File: src/rtl/cmos_sender.sv
// DVP-style CMOS camera sender: streams RGB565 words as vsync/href/byte timing,
// fetching one word per pixel with protocol checking on sop/eop/underrun.
module cmos_sender #(
  parameter int unsigned COL     = 640,
  parameter int unsigned ROW     = 480,
  parameter int unsigned VS_LEN  = 4,
  parameter int unsigned V_BP    = 8,
  parameter int unsigned H_BLANK = 16
) (
  input  logic        clk,
  input  logic        rst_n,
  input  logic        en_send,
  input  logic [15:0] din,
  input  logic        din_vld,
  input  logic        din_sop,
  input  logic        din_eop,
  output logic        din_rdy,
  output logic        vsync,
  output logic        href,
  output logic [7:0]  dout,
  output logic        busy,
  output logic        err
);

  localparam int unsigned CW   = (COL > 1) ? $clog2(COL) : 1;
  localparam int unsigned RW   = (ROW > 1) ? $clog2(ROW) : 1;
  localparam int unsigned TMAX = (VS_LEN > V_BP) ? ((VS_LEN > H_BLANK) ? VS_LEN : H_BLANK)
                                                 : ((V_BP > H_BLANK) ? V_BP : H_BLANK);
  localparam int unsigned TW   = (TMAX > 1) ? $clog2(TMAX) : 1;

  localparam logic [CW-1:0] COL_LAST = CW'(COL - 1);
  localparam logic [RW-1:0] ROW_LAST = RW'(ROW - 1);
  localparam logic [TW-1:0] VS_LAST  = TW'(VS_LEN - 1);
  localparam logic [TW-1:0] VBP_LAST = TW'(V_BP - 1);
  localparam logic [TW-1:0] HB_LAST  = TW'(H_BLANK - 1);
  localparam logic          ONE_COL  = (COL == 1);
  localparam logic          ONE_PIX  = (COL == 1) && (ROW == 1);

  typedef enum logic [2:0] {S_IDLE, S_VSYNC, S_VBP, S_LINE, S_HBLANK} state_t;

  state_t          state_q, state_d;
  logic [TW-1:0]   tcnt_q, tcnt_d;
  logic            phase_q, phase_d;
  logic [CW-1:0]   col_q, col_d;
  logic [RW-1:0]   row_q, row_d;
  logic [7:0]      lo_q, lo_d;
  logic            vsync_q, vsync_d;
  logic            href_q, href_d;
  logic [7:0]      dout_q, dout_d;
  logic            err_q, err_d;
  logic            fetch, first_fetch, last_fetch;

  always_comb begin
    state_d     = state_q;
    tcnt_d      = tcnt_q;
    phase_d     = phase_q;
    col_d       = col_q;
    row_d       = row_q;
    lo_d        = lo_q;
    fetch       = 1'b0;
    first_fetch = 1'b0;
    last_fetch  = 1'b0;
    din_rdy     = 1'b0;
    dout_d      = '0;

    case (state_q)
      S_IDLE: begin
        // Non-sop words are drained here; the sop word is held for the first fetch.
        din_rdy = !(din_vld && din_sop);
        phase_d = 1'b0;
        col_d   = '0;
        row_d   = '0;
        tcnt_d  = '0;
        if (en_send && din_vld && din_sop) state_d = S_VSYNC;
      end
      S_VSYNC: begin
        if (tcnt_q == VS_LAST) begin
          state_d = S_VBP;
          tcnt_d  = '0;
        end else begin
          tcnt_d = tcnt_q + 1'b1;
        end
      end
      S_VBP: begin
        if (tcnt_q == VBP_LAST) begin
          fetch       = 1'b1;
          first_fetch = 1'b1;
          last_fetch  = ONE_PIX;
          state_d     = S_LINE;
          tcnt_d      = '0;
          phase_d     = 1'b0;
          col_d       = '0;
        end else begin
          tcnt_d = tcnt_q + 1'b1;
        end
      end
      S_LINE: begin
        if (!phase_q) begin
          phase_d = 1'b1;
          dout_d  = lo_q;
        end else begin
          phase_d = 1'b0;
          if (col_q == COL_LAST) begin
            col_d  = '0;
            tcnt_d = '0;
            if (row_q == ROW_LAST) begin
              row_d   = '0;
              state_d = S_IDLE;
            end else begin
              row_d   = row_q + 1'b1;
              state_d = S_HBLANK;
            end
          end else begin
            fetch      = 1'b1;
            col_d      = col_q + 1'b1;
            last_fetch = (col_d == COL_LAST) && (row_q == ROW_LAST);
          end
        end
      end
      S_HBLANK: begin
        if (tcnt_q == HB_LAST) begin
          fetch      = 1'b1;
          last_fetch = ONE_COL && (row_q == ROW_LAST);
          state_d    = S_LINE;
          tcnt_d     = '0;
        end else begin
          tcnt_d = tcnt_q + 1'b1;
        end
      end
      default: state_d = S_IDLE;
    endcase

    if (fetch) begin
      din_rdy = 1'b1;
      dout_d  = din_vld ? din[15:8] : '0;
      lo_d    = din_vld ? din[7:0]  : '0;
    end

    vsync_d = (state_d == S_VSYNC);
    href_d  = (state_d == S_LINE);
    err_d   = fetch && (!din_vld || (din_sop != first_fetch) || (din_eop != last_fetch));
  end

  always_ff @(posedge clk or negedge rst_n) begin
    if (!rst_n) begin
      state_q <= S_IDLE;
      tcnt_q  <= '0;
      phase_q <= 1'b0;
      col_q   <= '0;
      row_q   <= '0;
      lo_q    <= '0;
      vsync_q <= 1'b0;
      href_q  <= 1'b0;
      dout_q  <= '0;
      err_q   <= 1'b0;
    end else begin
      state_q <= state_d;
      tcnt_q  <= tcnt_d;
      phase_q <= phase_d;
      col_q   <= col_d;
      row_q   <= row_d;
      lo_q    <= lo_d;
      vsync_q <= vsync_d;
      href_q  <= href_d;
      dout_q  <= dout_d;
      err_q   <= err_d;
    end
  end

  assign vsync = vsync_q;
  assign href  = href_q;
  assign dout  = dout_q;
  assign err   = err_q;
  assign busy  = (state_q != S_IDLE);

endmodule

File: config.mk
export PLATFORM = sky130hd
export DESIGN_NAME = cmos_sender
export DESIGN_NICKNAME = d
export VERILOG_FILES = /design/src/rtl/cmos_sender.sv
export SDC_FILE = /design/constraint.sdc
export NUM_CORES = 1
export LEC_CHECK = 0
export ABC_CLOCK_PERIOD_IN_PS = 3200
export CAP_MARGIN = 20
export CORE_MARGIN = 10
export CORE_UTILIZATION = 46
export DETAILED_ROUTE_END_ITERATION = 6
export PLACE_DENSITY = 0.79
export SYNTH_ARGS = -nofsm -noshare
export SYNTH_HDL_FRONTEND = slang
export SYNTH_SLANG_ARGS = --single-unit
File: constraint.sdc
create_clock -name clk -period 3.2 [get_ports clk]
set_input_delay 0.32 -clock clk [delete_from_list [all_inputs] [get_ports clk]]
set_output_delay 0.32 -clock clk [all_outputs]
set_load 0.03 [all_outputs]
==> run metrics <==
Syn-to-layout area delta=19.6%; fillers=461; CTS tree=yes; register area=roughly 0.0012 mm^2; synthesized area=0.00242 mm^2; ranking of synthesized cells by area=dfrtp_1 (47%), o21ai_0 (7.8%), nand2_1 (5.1%), a22o_1 (3.6%), o31ai_1 (3.4%); Final Power=roughly 2000 uW; Final Net Count=roughly 320; Sink Count=46; Startpoint Class=flip-flop; Netlist cell types=between 40 and 50; final antenna-violating net count=0; CP startpoint=col_q[0]$_DFFE_PN0P_; Ant. Diodes=0; CTS Buf Count=5; root buf cell=clkbuf_8; H-tree levels=2; die height=between 90 and 100 um; EDFF count, synth=0; first-pass GRT wire length=between 8000 and 9000 um; vias in the first global route=1887; most used flip-flop cell after synthesis=dfrtp_1; min cycle time layout=~2700 ps; initial DRC count=about 130; r2r endpoint=row_q[5]$_DFFE_PN0P_; Clock Path Buffers=2; fin. max-slew vios=0; Top Ports=35; maxcap violations=0; RePlAce Congestion=roughly 0.87; P per Cell Area=a little under 700 mW/mm^2; post-layout util=0.568; Yosys top cell by area=dfrtp_1; worst slew pin tran=between 900 and 1000 ps; status=complete, no violations; worst skew pair latency=approximately 310 ps; R2R cell count=6; reg2reg setup slack=about 840 ps; DR pass1 iterations=4; drt drc=0; fmax=approximately 370 MHz; Lkg Pwr=about 0.0012 uW; area of the die=0.00858 mm^2; max_slew headroom=0.352; multi-input logic area=0.00119 mm^2; fin cells=360; via count=approximately 2k; final setup vio count=0; Synth top cells by count=dfrtp_1 (46), o21ai_0 (38), nand2_1 (33), nor2_1 (16); critical setup path kind=reg2out; worst-path fanout max=7; final hold violation count=0; Setup TNS=0 ps; Synth Instances=259; Worst Skew=14.3 ps; Total GRT Usage=0.122; worst path required time=about 2900 ps; Core Area=0.00511 mm^2; gr ovfl total=0; Worst EP arrival=approximately 2400 ps; DRT Wirelength=a little over 5000 um; dpl cells=roughly 350; RSZ-0062 raised after global routing=false; Hold-fix buffers, CTS=0; CP endpoint kind=output port; via-per-instance ratio=approximately 5.5; Post-synth ARST share=1.00; post-CTS sizing=0; Mapped Avg Cell Area=about 9.4 um^2; row cnt=26; worst hold path class=in2async; Synth top area share=0.475; count leader, synth=dfrtp_1; Critical Path Sink=din_rdy; reg2reg start=col_q[0]$_DFFE_PN0P_; dpl hpwl=~3800 um; IO buf count=34; Wirelength per Cell=~14 um; Yosys reg bits=46; Tcrit/Tclk final=0.848; initial antenna violation count=0; Initial Utilization=0.475; syn_nets=between 200 and 300; post-CTS setup buffer count=0; YS warnings=0; Peak VDD IR=0.483 mV; pin count of the biggest net entering global routing=47; ratio of cells with drive above 1 in the final layout=0.0793; register area share after synthesis=0.475; Worst-path clk slew=80 ps; Die X=92.6 um
==> sequential cells by signal, indices dropped and copies added (netlist names) <==
signal   cells
err          1
vsync        1
row_q        9
phase_q      1
tcnt_q       4
dout         8
col_q       10
state_q      3
href         1
lo_q         8
==> report_power, final <==
group | internal [uW] | leakage [uW] | switching (uW)
Sequential | 714 | 0.000618 | 130
Clock | 154 | 0.0000483 | 198
Combinational | 313 | 0.000559 | 445
==> layout by cell type, fill, tap and decap left out, types with 4 or more instances in the layout <==
master	instances
o31ai_1	11
inv_1	8
nor2b_1	6
nand2_1	33
o21ai_0	38
clkdlybuf4s50_1	33
nor2_1	16
and3_1	4
a22o_1	10
a21oi_1	4
nand4_1	4
clkbuf_8	5
nand3_1	11
ha_1	4
dfrtp_1	46
==> layer usage <==
| metal | vias to the layer above | global-route usage | share of wire |
|---|---|---|---|
| met2 | 26 | 0.200 | 0.50 |
| met1 | 958 | 0.151 | 0.44 |
| met4 | 0 | 0.0386 | 0.011 |
| met5 | - | 0 | 0 |
| li1 | 1004 | - | - |
| met3 | 5 | 0.0371 | 0.052 |
==> cell families (layout without fill, tap and decap cells) <==
kind of cell | after synthesis | count (layout) | synth area share
DFF | 46 | 46 | 0.475
and+or+nand+nor | 101 | 101 | 0.222
muxes | 2 | 2 | 0.00877
buffers and inverters | 22 | 53 | 0.0361
adders and majority gates | 4 | 4 | 0.0206
xor gates and xnor gates | 4 | 4 | 0.0145
AOI/OAI and AO/OA | 80 | 80 | 0.223
==> metrics by stage <==
stage,worst slack (ps),hold slack [ps],area (um^2)
after floorplan,955,24.4,2420
after detailed placement,811,474,2810
after CTS,468,208,2900
after global placement,864,463,2810
after global routing,327,239,2900
final,485,165,2900
==> worst max-delay path: stages, from the launching register on <==
cell	delay, ps
dfrtp_1	450
ha_1	320
nand3_4	150
o311ai_4	300
o31a_2	190
o21ai_0	70
clkdlybuf4s50_1	600
==> worst min path at each step <==
stage,to,startpoint,cells after the start,slack [ps]
after floorplan,col_q[0]$_DFFE_PN0P_,rst_n,0,20
after global placement,lo_q[6]$_DFFE_PN0P_,lo_q[6]$_DFFE_PN0P_,2,460
after detailed placement,lo_q[4]$_DFFE_PN0P_,lo_q[4]$_DFFE_PN0P_,2,470
after CTS,row_q[3]$_DFFE_PN0P_,rst_n,1,210
after global routing,row_q[3]$_DFFE_PN0P_,rst_n,1,240
final,row_q[3]$_DFFE_PN0P_,rst_n,1,170
==> layout make-up <==
type	count	area share
Tap cell	70	0.0302
Clock buffer	5	0.0237
Multi-Input combinational cell	191	0.409
Sequential cell	46	0.397
Inverter	8	0.0104
Timing Repair Buffer	37	0.123
Clock inverter	3	0.00647
(Power assumes the default switching activity.)
